--- config.mk ---
export PLATFORM = sky130hd
export DESIGN_NAME = puf_resp_capture
export DESIGN_NICKNAME = d
export VERILOG_FILES = /design/src/rtl/puf_pkg.sv /design/src/rtl/puf_resp_capture_fifo.sv /design/src/rtl/puf_resp_capture.sv
export SDC_FILE = /design/constraint.sdc
export NUM_CORES = 1
export LEC_CHECK = 0
export ABC_AREA = 0
export CAP_MARGIN = 20
export CORE_MARGIN = 3
export CORE_UTILIZATION = 25
export DETAILED_ROUTE_END_ITERATION = 10
export HOLD_SLACK_MARGIN = 0.06
export PLACE_DENSITY = 0.42
export SYNTH_ARGS = -nofsm -noshare
export SYNTH_HDL_FRONTEND = slang
export SYNTH_SLANG_ARGS = --single-unit
--- constraint.sdc ---
create_clock -name clk -period 6.7 [get_ports clk]
set_clock_uncertainty 0.05 [all_clocks]
set_input_delay 1.005 -clock clk [delete_from_list [all_inputs] [get_ports clk]]
set_output_delay 1.005 -clock clk [all_outputs]
set_load 0.005 [all_outputs]
--- src/rtl/puf_pkg.sv ---
// -----------------------------------------------------------------------------
// puf_pkg
// Shared types for the PUF select FSM and the response capture block.
//   state_t     : present state of the PUF select FSM (START/PUF1/PUF2/HALT)
//   rec_t       : captured record {src, challenge, response} at default width
//   cap_state_t : completion tracker states of the capture block
// -----------------------------------------------------------------------------
package puf_pkg;

   localparam int CH_W       = 8;
   localparam int RESP_W_DEF = 8;

   typedef enum logic [1:0] {
      START = 2'd0,
      PUF1  = 2'd1,
      PUF2  = 2'd2,
      HALT  = 2'd3
   } state_t;

   // src: 0 = PUF1, 1 = PUF2. Packed MSB-first so it matches rec_data.
   typedef struct packed {
      logic                  src;
      logic [CH_W-1:0]       ch;
      logic [RESP_W_DEF-1:0] resp;
   } rec_t;

   typedef enum logic [1:0] {
      RUN   = 2'd0,
      DRAIN = 2'd1,
      DONE  = 2'd2
   } cap_state_t;

endpackage

--- src/rtl/puf_resp_capture_fifo.sv ---
// -----------------------------------------------------------------------------
// puf_rec_fifo
// Synchronous show-ahead FIFO for capture records.
//   clk, rst_n : clock / async active-low reset
//   push,wdata : write request and data (ignored when full unless popping)
//   pop        : read request (ignored when empty)
//   rdata      : head entry, forced to 0 when empty
//   full,empty : occupancy flags
// -----------------------------------------------------------------------------
module puf_rec_fifo #(
   parameter int W     = 17,
   parameter int DEPTH = 16
) (
   input  logic         clk,
   input  logic         rst_n,
   input  logic         push,
   input  logic [W-1:0] wdata,
   input  logic         pop,
   output logic [W-1:0] rdata,
   output logic         full,
   output logic         empty
);

   localparam int AW = $clog2(DEPTH);

   // Pointers carry one extra wrap bit to tell full from empty.
   logic [AW:0]  wr_ptr_q, wr_ptr_d;
   logic [AW:0]  rd_ptr_q, rd_ptr_d;
   logic [W-1:0] mem_q [DEPTH];
   logic         wr_en, rd_en;

   always_comb begin
      empty = (wr_ptr_q == rd_ptr_q);
      full  = (wr_ptr_q[AW] != rd_ptr_q[AW]) &&
              (wr_ptr_q[AW-1:0] == rd_ptr_q[AW-1:0]);
      rd_en = pop && !empty;
      // A full FIFO still takes a write when the head leaves this cycle.
      wr_en = push && (!full || rd_en);
      wr_ptr_d = wr_en ? wr_ptr_q + 1'b1 : wr_ptr_q;
      rd_ptr_d = rd_en ? rd_ptr_q + 1'b1 : rd_ptr_q;
      rdata    = empty ? '0 : mem_q[rd_ptr_q[AW-1:0]];
   end

   always_ff @(posedge clk or negedge rst_n) begin
      if (!rst_n) begin
         wr_ptr_q <= '0;
         rd_ptr_q <= '0;
      end else begin
         wr_ptr_q <= wr_ptr_d;
         rd_ptr_q <= rd_ptr_d;
      end
   end

   // Storage needs no reset: it is only visible through rdata when non-empty.
   always_ff @(posedge clk) begin
      if (wr_en) mem_q[wr_ptr_q[AW-1:0]] <= wdata;
   end

endmodule

--- src/rtl/puf_resp_capture.sv ---
// -----------------------------------------------------------------------------
// puf_resp_capture
// Watches the PUF select FSM challenge counters; every counter change captures
// a {src, challenge, response} record into a FIFO streamed out via valid/ready.
//   clk, rst_n       : clock / async active-low reset
//   ps               : PUF select FSM present state
//   puf1/2_counter   : challenge counters from the FSM
//   puf1/2_resp      : live PUF responses
//   rec_valid/ready  : record stream handshake
//   rec_data         : {src, challenge[7:0], resp}, 0 when nothing queued
//   rec_count        : records accepted since reset, saturating at 1023
//   overflow         : sticky, a record was dropped
//   done             : FSM halted and every record drained
// -----------------------------------------------------------------------------
module puf_resp_capture
   import puf_pkg::*;
#(
   parameter int RESP_W = RESP_W_DEF,
   parameter int DEPTH  = 16
) (
   input  logic                   clk,
   input  logic                   rst_n,
   input  state_t                 ps,
   input  logic [CH_W-1:0]        puf1_counter,
   input  logic [CH_W-1:0]        puf2_counter,
   input  logic [RESP_W-1:0]      puf1_resp,
   input  logic [RESP_W-1:0]      puf2_resp,
   output logic                   rec_valid,
   input  logic                   rec_ready,
   output logic [CH_W+RESP_W:0]   rec_data,
   output logic [9:0]             rec_count,
   output logic                   overflow,
   output logic                   done
);

   localparam int REC_W = 1 + CH_W + RESP_W;

   // Counter and response history; the delayed response is the one present
   // on the edge where the counter moved.
   logic [CH_W-1:0]   prev1_q, prev1_d, prev2_q, prev2_d;
   logic [RESP_W-1:0] resp1_q, resp1_d, resp2_q, resp2_d;

   logic              pend_vld_q, pend_vld_d;
   logic [REC_W-1:0]  pend_rec_q, pend_rec_d;
   logic              ovf_q, ovf_d;
   logic [9:0]        cnt_q, cnt_d;
   cap_state_t        state_q, state_d;
   logic              done_q, done_d;

   logic              ev1, ev2;
   logic [REC_W-1:0]  cand1, cand2, push_rec;
   logic              push_req, push_ok, pop, drop;
   logic              fifo_full, fifo_empty;

   always_comb begin
      prev1_d = puf1_counter;
      prev2_d = puf2_counter;
      resp1_d = puf1_resp;
      resp2_d = puf2_resp;

      ev1   = (puf1_counter != prev1_q);
      ev2   = (puf2_counter != prev2_q);
      cand1 = {1'b0, prev1_q, resp1_q};
      cand2 = {1'b1, prev2_q, resp2_q};
      pop   = !fifo_empty && rec_ready;

      // One push per cycle, priority pending > ev1 > ev2. The losers park in
      // the single pending slot; a third contender has nowhere to go.
      push_req   = 1'b0;
      push_rec   = '0;
      drop       = 1'b0;
      pend_vld_d = pend_vld_q;
      pend_rec_d = pend_rec_q;
      if (pend_vld_q) begin
         push_req   = 1'b1;
         push_rec   = pend_rec_q;
         pend_vld_d = ev1 || ev2;
         pend_rec_d = ev1 ? cand1 : cand2;
         drop       = ev1 && ev2;
      end else if (ev1) begin
         push_req   = 1'b1;
         push_rec   = cand1;
         pend_vld_d = ev2;
         pend_rec_d = cand2;
      end else if (ev2) begin
         push_req   = 1'b1;
         push_rec   = cand2;
      end

      // A full FIFO rejects the pushed record outright unless the head is
      // leaving this cycle; it does not fall back into the pending slot.
      push_ok = push_req && (!fifo_full || pop);
      ovf_d   = ovf_q || drop || (push_req && !push_ok);
      cnt_d   = (push_ok && (cnt_q != 10'h3FF)) ? cnt_q + 10'd1 : cnt_q;

      state_d = state_q;
      case (state_q)
         RUN:   if (ps == HALT) state_d = DRAIN;
         DRAIN: begin
            if (ps != HALT)
               state_d = RUN;
            else if (fifo_empty && !pend_vld_q && !ev1 && !ev2)
               state_d = DONE;
         end
         DONE:  if (ps != HALT) state_d = RUN;
         default: state_d = RUN;
      endcase
      done_d = (state_d == DONE);
   end

   always_ff @(posedge clk or negedge rst_n) begin
      if (!rst_n) begin
         prev1_q    <= '0;
         prev2_q    <= '0;
         resp1_q    <= '0;
         resp2_q    <= '0;
         pend_vld_q <= 1'b0;
         pend_rec_q <= '0;
         ovf_q      <= 1'b0;
         cnt_q      <= '0;
         state_q    <= RUN;
         done_q     <= 1'b0;
      end else begin
         prev1_q    <= prev1_d;
         prev2_q    <= prev2_d;
         resp1_q    <= resp1_d;
         resp2_q    <= resp2_d;
         pend_vld_q <= pend_vld_d;
         pend_rec_q <= pend_rec_d;
         ovf_q      <= ovf_d;
         cnt_q      <= cnt_d;
         state_q    <= state_d;
         done_q     <= done_d;
      end
   end

   puf_rec_fifo #(
      .W     (REC_W),
      .DEPTH (DEPTH)
   ) u_fifo (
      .clk   (clk),
      .rst_n (rst_n),
      .push  (push_ok),
      .wdata (push_rec),
      .pop   (pop),
      .rdata (rec_data),
      .full  (fifo_full),
      .empty (fifo_empty)
   );

   assign rec_valid = !fifo_empty;
   assign rec_count = cnt_q;
   assign overflow  = ovf_q;
   assign done      = done_q;

endmodule

==> reports/qor.yml <==
synthCells: 729
syn_area_per_cell_um2: 19.3
synthAdderAreaFrac: 0.00535
num-fill-cells: 5438
ir_drop_uv: 178
reg2reg_slack_ns: 2.87
top_usage_layer: "met2"
hp-class: "in2async"
p_sw_mw: 2.10
max_clock_freq_ghz: 0.208
cts_hold_buf: 0
rsz0062_at_grt: "false"
ys_warn_count: 0
tightest_slew_ns: 0.922
outcome: "finished, final reports clean"
synth_nets: 772
finalSetupTns_ns: 0
final_nets: 881
reg2reg_depth: 6
grt_overflow_total: 0
cts_buffers: 40
required_ns: 5.64
core_area_um2: 55300
tritoncts: "built"
r2r_end: "u_fifo.mem_q[14][8]"
h-tree-depth: 2
ys.flop_type: "edfxtp_1"
grt_pass1_vias: 7591
critPathCaptureType: "output pin"
cts-root-buf: "clkbuf_16"
yosysUniqueCellTypes: 40
start_kind: "flip-flop"
async_flop_share: 0.214
wl_per_cell_um: 20.9
path_clk_slew_ns: 0.06
sw_frac_of_total: 0.291
start_util: 0.254
drt-vias-per-instance: 4.32
setup_viol: 0
die_h_um: 243
cts.sinks: 346
grtUsageMet2: 0.189
io_buffers: 66
synth_compound_area_frac: 0.0279
die_width_um: 243
synth_top_family_by_area: "multiplexers"
vias: 6984
slew_viol_final: 0
worstSkewPairLatency_ns: 0.57
final_core_util: 0.309
syn_area_um2: 14000
p_clk_frac: 0.297
drive_gt1_frac: 0.234
postRouteWirelength_um: 33800
period_needed_ns: 4.80
first_pass_iters: 5
path_max_fanout: 32
maxCapViolCount: 0
clockBufferDepth: 3
synth_simple_gate_area_frac: 0.0418
pwr-share-seq: 0.410
grt_pass1_wl_um: 51100
drtIter0Drc: 434
fin_crit_sh: 0.717
drc: 0
num_io_pins: 67
post_cts_buffers: 0
relSlewSlack: 0.385
synthXorXnorAreaFrac: 0.0218
dieArea_um2: 59000
r2r_start: "u_fifo.rd_ptr_q[2]"
ys_seq_area_frac: 0.714
rows: 86
hold_viol_final: 0
cts_repair_resize_count: 0
area.growth.synth_to_final_pct: 21.9
synth.area.mux_share: 0.175
grt_start_max_net_pins: 75
power_frac_comb: 0.293
gp_congestion: 0.673
gr-usage-all-layers: 0.116
cellPowerDensity_nw_per_um2: 423
worstSetupPathType: "reg2out"
synth-seq-cells: 346
hpwl_um: 19900
grt.met1_usage: 0.161
use_met3: 0.0246
synth_edf_count: 272
cp.arrival_ns: 3.75
leakagePower_nw: 5.86
ant_nets: 0
antenna_found_initial: 1
n_antenna_cell: 0
p_int_mw: 5.13
hold_ws_ns: 0.285
-- state kept, by name, indices dropped and copies added (netlist names) --
| name | count |
|---|---|
| prev1_q | 8 |
| overflow | 1 |
| u_fifo.wr_ptr_q | 5 |
| state_q | 2 |
| pend_rec_q | 17 |
| prev2_q | 8 |
| u_fifo.mem_q | 272 |
| rec_count | 10 |
| resp2_q | 8 |
| pend_vld_q | 1 |
| done | 1 |
| u_fifo.rd_ptr_q | 5 |
| resp1_q | 8 |
-- power by group through the flow --
stage               Sequential (mW)  Clock (mW)  Combinational [mW]
global placement               3.08           0                2.14
global route                   3.02        2.31                2.31
floorplan                      2.87           0                1.38
detailed placement             3.08           0                2.14
finish                         2.97        2.15                2.12
CTS                            3.03        2.22                2.14
-- per-stage QoR --
stage	instance area, um2	setup slack, ns	total power, mW	std cells
after floorplan	14000	3.14	4.25	729
after detailed placement	15800	2.18	5.22	1542
after global routing	17100	1.64	7.64	1616
after CTS	17100	1.56	7.40	1614
final	17100	1.90	7.23	1616
after global placement	15800	2.12	5.22	1542
-- layout by cell type, fill, tap and decap left out, types with 3 or more instances in the layout --
| master | n |
|---|---|
| xor2_1 | 15 |
| clkbuf_16 | 40 |
| clkinv_1 | 5 |
| bufinv_16 | 4 |
| nor2_1 | 8 |
| buf_4 | 38 |
| a21oi_1 | 7 |
| mux4_2 | 85 |
| xnor2_1 | 20 |
| nand4_1 | 6 |
| ha_1 | 6 |
| mux2i_1 | 48 |
| nand3_1 | 5 |
| and2_1 | 20 |
| a211oi_1 | 3 |
| clkinv_2 | 7 |
| and3_1 | 15 |
| edfxtp_1 | 272 |
| clkbuf_1 | 9 |
| o21ai_0 | 20 |
| nand2_1 | 26 |
| dfrtp_1 | 70 |
| a22oi_1 | 17 |
| inv_1 | 6 |
| o211ai_1 | 4 |
| clkdlybuf4s50_1 | 65 |
| nor4_4 | 3 |
| dfrtp_2 | 3 |
| mux2_2 | 6 |
| clkinv_8 | 3 |
| and4_1 | 4 |
-- routing by layer --
| metal | vias up | part of all wire |
|---|---|---|
| met3 | 39 | 0.044 |
| met5 | - | 0 |
| met4 | 0 | 0.016 |
| li1 | 3162 | - |
| met1 | 3647 | 0.46 |
| met2 | 136 | 0.48 |
-- synthesized netlist by cell type (2+ instances only) --
cell / number / area [um2]
edfxtp_1: 272 / 8170
mux4_2: 85 / 1910
dfrtp_1: 74 / 1850
mux2i_1: 48 / 480
nand2_1: 26 / 97.6
and2_1: 20 / 125
clkbuf_1: 20 / 75.1
o21ai_0: 20 / 100
xnor2_1: 20 / 175
a22oi_1: 17 / 128
and3_1: 17 / 106
buf_2: 15 / 75.1
xor2_1: 15 / 131
nor2_1: 9 / 33.8
a21oi_1: 7 / 35.0
ha_1: 6 / 75.1
inv_1: 6 / 22.5
mux2_2: 6 / 67.6
nand4_1: 6 / 37.5
nand3_1: 5 / 25.0
and4_1: 4 / 35.0
o211ai_1: 4 / 30.0
a211oi_1: 3 / 22.5
nor2b_1: 3 / 18.8
nor3_1: 3 / 15.0
nor4_4: 3 / 63.8
nand2b_1: 2 / 12.5
-- how the worst max path moves through the flow --
stage | cells past startpoint | startpoint | slack, ns | endpoint
2_1_floorplan | 6 | puf1_counter[6] | 3.14 | u_fifo.mem_q[3][0]
3_3_place_gp | 6 | u_fifo.rd_ptr_q[1] | 2.12 | rec_data[15]
3_5_place_dp | 6 | u_fifo.rd_ptr_q[1] | 2.18 | rec_data[15]
4_1_cts | 6 | u_fifo.rd_ptr_q[1] | 1.56 | rec_data[15]
5_1_grt | 6 | u_fifo.rd_ptr_q[2] | 1.64 | rec_data[15]
6_report | 5 | u_fifo.rd_ptr_q[0] | 1.90 | rec_data[5]
-- logic make-up (layout without fill, tap and decap cells) --
| group | count (synthesis) | in the layout |
|---|---|---|
| XOR/XNOR | 35 | 35 |
| AND/OR/NAND/NOR | 100 | 100 |
| adder cells (fa/ha/maj) | 6 | 6 |
| flip-flops | 346 | 346 |
| AO/OA/AOI/OAI | 59 | 59 |
| multiplexers | 139 | 139 |
| buffers and inverters | 44 | 183 |
-- cell type report --
class	instances	area (um2)	area share
flip-flops and latches	346	10000	0.586
multi-input cells	339	3840	0.225
clock buffers	50	1050	0.0613
repair buffers	105	983	0.0575
well taps	748	936	0.0547
clock inverters	22	246	0.0144
inverters	6	22.5	0.00132
-- worst max-delay path: stages, from the launching register on --
cell and delay (ns):
dfrtp_4 0.71, buf_4 0.66, mux4_2 0.60, mux4_2 0.53, and2_1 0.19, clkdlybuf4s50_1 0.45
(Power assumes the default switching activity.)
